[config.mk]
export PLATFORM = sky130hd
export DESIGN_NAME = nota_player
export DESIGN_NICKNAME = d
export VERILOG_FILES = /design/src/rtl/nota_pkg.sv /design/src/rtl/nota_mem.sv /design/src/rtl/nota_player.sv
export SDC_FILE = /design/constraint.sdc
export NUM_CORES = 1
export LEC_CHECK = 0
export ABC_CLOCK_PERIOD_IN_PS = 3100
export BUFFER_PORTS_ARGS = -buffer_cell sky130_fd_sc_hd__buf_2
export CORE_MARGIN = 5
export CORE_UTILIZATION = 35
export DETAILED_ROUTE_END_ITERATION = 8
export PLACE_DENSITY = 0.6
export SYNTH_ARGS = -nofsm -noshare
export SYNTH_HDL_FRONTEND = slang
export SYNTH_SLANG_ARGS = --single-unit
export TNS_END_PERCENT = 30
[constraint.sdc]
create_clock -name clk_2 -period 3.1 [get_ports clk_2]
set_input_delay 0.465 -clock clk_2 [delete_from_list [all_inputs] [get_ports clk_2]]
set_output_delay 0.465 -clock clk_2 [all_outputs]
set_load 0.01 [all_outputs]
[src/rtl/nota_pkg.sv]
// Shared types and constants for the grade player and the A/P/F classifier.
// Grade width, legal maximum, player FSM states and the display letter codes.
package nota_pkg;

  localparam int unsigned NOTA_W   = 4;
  localparam int unsigned NOTA_MAX = 10;

  typedef logic [NOTA_W-1:0] nota_t;

  typedef enum logic [1:0] {
    IDLE = 2'd0,
    PLAY = 2'd1,
    DONE = 2'd2
  } player_state_t;

  // Seven-segment patterns {g,f,e,d,c,b,a}, active high.
  localparam logic [6:0] LETRA_A = 7'b1110111;
  localparam logic [6:0] LETRA_P = 7'b1110011;
  localparam logic [6:0] LETRA_F = 7'b1110001;

endpackage

[src/rtl/nota_mem.sv]
// Grade storage: synchronous write, asynchronous read, no reset on the array.
module nota_mem #(
  parameter int unsigned NSLOTS = 8,
  parameter int unsigned NOTA_W = 4,
  parameter int unsigned ADDR_W = $clog2(NSLOTS)
) (
  input  logic              clk_i,
  input  logic              we_i,
  input  logic [ADDR_W-1:0] waddr_i,
  input  logic [NOTA_W-1:0] wdata_i,
  input  logic [ADDR_W-1:0] raddr_i,
  output logic [NOTA_W-1:0] rdata_o
);

  logic [NOTA_W-1:0] mem_q [NSLOTS];

  always_ff @(posedge clk_i) begin
    if (we_i) begin
      mem_q[waddr_i] <= wdata_i;
    end
  end

  assign rdata_o = mem_q[raddr_i];

endmodule

[src/rtl/nota_player.sv]
// Captures up to NSLOTS grades from the switches and streams them out over
// a valid/ready link; outputs are decoded from registered state only.
module nota_player #(
  parameter int unsigned NSLOTS   = 8,
  parameter int unsigned NOTA_W   = nota_pkg::NOTA_W,
  parameter int unsigned NOTA_MAX = nota_pkg::NOTA_MAX,
  parameter int unsigned CNT_W    = $clog2(NSLOTS + 1)
) (
  input  logic              clk_2,
  input  logic              reset_n,
  input  logic              wr_en,
  input  logic [NOTA_W-1:0] wr_nota,
  input  logic              clear,
  input  logic              play,
  input  logic              out_ready,
  output logic              out_valid,
  output logic [NOTA_W-1:0] out_nota,
  output logic [CNT_W-1:0]  count,
  output logic              full,
  output logic              busy,
  output logic              done,
  output logic              err
);

  import nota_pkg::*;

  localparam int unsigned PTR_W = $clog2(NSLOTS);
  localparam logic [NOTA_W-1:0] MaxNota = NOTA_W'(NOTA_MAX);

  player_state_t     state_q, state_d;
  logic [CNT_W-1:0]  count_q, count_d;
  logic [PTR_W-1:0]  rd_ptr_q, rd_ptr_d;
  logic              err_q, err_d;
  logic              mem_we;
  logic              full_int;
  logic              last_xfer;
  logic [NOTA_W-1:0] rd_data;

  assign full_int  = (count_q == CNT_W'(NSLOTS));
  assign last_xfer = ({1'b0, rd_ptr_q} == CNT_W'(count_q - CNT_W'(1)));

  nota_mem #(
    .NSLOTS (NSLOTS),
    .NOTA_W (NOTA_W),
    .ADDR_W (PTR_W)
  ) u_mem (
    .clk_i   (clk_2),
    .we_i    (mem_we),
    .waddr_i (count_q[PTR_W-1:0]),
    .wdata_i (wr_nota),
    .raddr_i (rd_ptr_q),
    .rdata_o (rd_data)
  );

  always_comb begin
    state_d  = state_q;
    count_d  = count_q;
    rd_ptr_d = rd_ptr_q;
    err_d    = 1'b0;
    mem_we   = 1'b0;
    unique case (state_q)
      IDLE: begin
        if (clear) begin
          count_d = '0;
          err_d   = wr_en;
        end else if (play) begin
          rd_ptr_d = '0;
          state_d  = (count_q != '0) ? PLAY : DONE;
          err_d    = wr_en;
        end else if (wr_en) begin
          if (full_int || (wr_nota > MaxNota)) begin
            err_d = 1'b1;
          end else begin
            mem_we  = 1'b1;
            count_d = count_q + CNT_W'(1);
          end
        end
      end
      PLAY: begin
        err_d = wr_en;
        // out_valid is implied by PLAY, so ready alone marks a transfer.
        if (out_ready) begin
          rd_ptr_d = rd_ptr_q + PTR_W'(1);
          if (last_xfer) begin
            state_d = DONE;
          end
        end
      end
      DONE: begin
        err_d   = wr_en;
        state_d = IDLE;
      end
      default: state_d = IDLE;
    endcase
  end

  always_ff @(posedge clk_2 or negedge reset_n) begin
    if (!reset_n) begin
      state_q  <= IDLE;
      count_q  <= '0;
      rd_ptr_q <= '0;
      err_q    <= 1'b0;
    end else begin
      state_q  <= state_d;
      count_q  <= count_d;
      rd_ptr_q <= rd_ptr_d;
      err_q    <= err_d;
    end
  end

  // Storage is frozen during PLAY, so the async read is stable under backpressure.
  assign out_valid = (state_q == PLAY);
  assign out_nota  = out_valid ? rd_data : '0;
  assign busy      = (state_q == PLAY);
  assign done      = (state_q == DONE);
  assign count     = count_q;
  assign full      = full_int;
  assign err       = err_q;

endmodule

==> metrics.md <==
| Metric | Value |
|---|---|
| Synth Instances | 137 |
| Leakage Power | 0.000846 uW |
| Area of the die | 7480 um2 |
| Max rail drop VDD | 0.222 mV |
| First-pass GRT wire length | 6310 um |
| HPWL after detailed placement | 2820 um |
| Status | completed |
| CP max-delay cell | dfrtp_1 |
| Clock root buffer | clkbuf_8 |
| Buf/Inv on CP | 1 |
| Port-buffer cells | 22 |
| Clk_lat worst skew | 0.29 ns |
| IO Count | 23 |
| RR Startpoint | count[1]$_DFFE_PN0P_ |
| Clk slew on worst S/H paths | 0.07 ns |
| Setup Crit Path Kind | reg -> out |
| Drt wl/cell | 16.6 um |
| Flops & latches, synth | 42 |
| Most common cell after layout, fill and taps aside | edfxtp_1 |
| P_sw | 468 uW |
| CTS tree | built |
| Post-synthesis cell type count | 44 |
| Tcrit/Tclk final | 0.799 |
| # nets final | 175 |
| Cell Rows | 27 |
| Synthesized area | 2050 um2 |
| Syn_nets | 154 |
| Detailed Route WL | 3840 um |
| Layout Utilization | 0.407 |
| Slew HR | 0.548 |
| Max Slew Vio Count | 0 |
| Clock Skew | 0.00369 ns |
| Internal power | 994 uW |
| Max incr delay on CP | 0.78 ns |
| PwrDens | 640 nW/um2 |
| Seq/Total Area, Yosys | 0.591 |
| Critical path, cell by cell | mux4_2 -> mux2i_1 -> nor2b_1 -> buf_2 |
| H-tree level count | 2 |
| Vias in the first global route | 1,208 |
| Synth warnings | 0 |
| Most frequent cells in the layout | 32 x edfxtp_1, 22 x buf_2, 10 x dfrtp_1 |
| Clock share of power | 0.230 |
| Final worst path period need | 2.48 ns |
| Critical Path End Type | primary output |
| Reg-to-reg slack, setup | 0.65 ns |
| Endpoints failing setup | 0 |
| Clock sink total | 42 |
| Total CTS buffers | 5 |
| Worst hold path class | in -> async |
| Final GP Congestion | 0.781 |
| F_max | 404 MHz |
| R2R cell count | 6 |
| Worst Tran Pin Value | 0.678 ns |
| CTS resizes | 0 |
| Vias | 1,186 |
| DIE WIDTH | 86.5 um |
| Number of synthesized flops with an enable pin | 32 |
| GR Overflow Total | 0 |
| Final instance area | 2280 um2 |
| Drt drc | 0 |
| Reg2reg end | u_mem.mem_q[1][0]$_DFFE_PP_ |
| Setup_tns | 0 ns |
| Gr usage total | 0.112 |
| Initial Util | 0.365 |
| Syn_area_per_cell | 15.0 um2 |
| Post-route ant nets | 0 |
| Iter 0 DRT Violations | 75 |
| Worst endpoint data arrival time | 2.01 ns |
| Layout cells sized above 1 | 0.277 |
| Sw Share | 0.320 |
| Hold_buf cts | 0 |
| Largest net degree at the start of global routing | 15 |
| Critical Path RT | 2.63 ns |
| Routed vias/inst | 5.13 |
| Area growth, synth to finish | 11.5% |
| Ys async rst share | 0.238 |
| Critical Path Source Type | flip-flop |
| Max-Cap Viols | 0 |
| Ys flop type | edfxtp_1 |
| Bufs on Longest Clock Path | 2 |
| Diode count | 0 |
| Buffer count from post-CTS setup fixing | 0 |
| Core Area | 5610 um2 |
| Die Ht | 86.5 um |
| Area of placed instances | 2200 um2 |
| Fin. Hold Viols | 0 |
| Initial antenna violation count | 0 |
| Comb pwr share | 0.276 |
| DR pass1 iterations | 4 |
| Reg power frac | 0.494 |
| CP Max Fanout | 13 |
| Cell family with most CP delay | flip-flops |
| RSZ-0062 raised after global routing | no |
[state kept, by name (all words and copies together), names as in the netlist]
name         count
err              1
count            4
u_mem.mem_q     32
rd_ptr_q         3
state_q          2
[routing by layer]
| layer | wire length (um) | part of all wire | track usage | vias up |
|---|---|---|---|---|
| met1 | 1630 | 0.42 | 0.135 | 592 |
| met5 | 0 | 0 | 0 | - |
| met3 | 111 | 0.029 | 0.0295 | 6 |
| met4 | 58 | 0.015 | 0.0496 | 0 |
| li1 | - | - | - | 570 |
| met2 | 2050 | 0.53 | 0.188 | 18 |
[worst max path at each step]
stage                       startpoint                           to  slack, ns  depth (start not counted)
3_5_place_dp      count[1]$_DFFE_PN0P_  u_mem.mem_q[1][2]$_DFFE_PP_       0.66                          6
4_1_cts        rd_ptr_q[0]$_DFFE_PN0P_                  out_nota[2]       0.57                          4
2_1_floorplan     count[1]$_DFFE_PN0P_  u_mem.mem_q[1][0]$_DFFE_PP_       0.83                          7
5_1_grt        rd_ptr_q[0]$_DFFE_PN0P_                  out_nota[3]       0.41                          4
3_3_place_gp      count[1]$_DFFE_PN0P_  u_mem.mem_q[4][1]$_DFFE_PP_       0.72                          6
6_report       rd_ptr_q[0]$_DFFE_PN0P_                  out_nota[2]       0.62                          4
[worst reg2reg max path, stage by stage, from the launching register on]
cell	delay (ns)
dfrtp_1	0.57
inv_1	0.09
ha_1	0.22
and3b_4	0.21
a2111oi_4	0.36
nand2_1	0.17
nor3_1	0.48
[Yosys cell counts (4+ instances only)]
master,instances,area share
edfxtp_1,32,0.47
dfrtp_1,10,0.12
mux4_2,8,0.088
nor2b_1,8,0.024
ha_1,7,0.043
inv_1,6,0.011
nor2_1,6,0.011
mux2i_1,4,0.020
nor3_1,4,0.0098
[kinds of logic after synthesis]
| group | after synthesis | share of synthesized area |
|---|---|---|
| xor gates and xnor gates | 2 | 0.0159 |
| muxes | 12 | 0.108 |
| adders and majority gates | 7 | 0.0428 |
| and+or+nand+nor | 36 | 0.104 |
| DFF | 42 | 0.591 |
| buffers and inverters | 14 | 0.0354 |
| AOI/OAI and AO/OA | 24 | 0.103 |
[per-stage QoR]
step                power [uW]  worst slack, ns  hold WS, ns  cells
finish                    1460            0.624       0.0311    231
global route              1560            0.414       0.0300    231
CTS                       1470            0.574       0.0270    231
detailed placement        1140            0.664        0.343    223
global placement          1130            0.723        0.336    223
floorplan                 1030            0.833        0.169    137
[power by group through the flow]
stage          Sequential [uW]  Clock (uW)  Combinational [uW]
2_1_floorplan              697           0                 331
3_3_place_gp               733           0                 395
3_5_place_dp               736           0                 403
4_1_cts                    723         345                 406
5_1_grt                    732         372                 455
6_report                   723         336                 403
[final cells by class]
cell class | count | area (um2)
clock buffers | 6 | 72.6
clock inverters | 2 | 13.8
fillers | 530 | 3320
inverters | 6 | 22.5
multi-input cells | 81 | 764
flip-flops and latches | 42 | 1210
well taps | 72 | 90.1
repair buffers | 22 | 110
No activity file was read; power rests on OpenSTA's default activity.
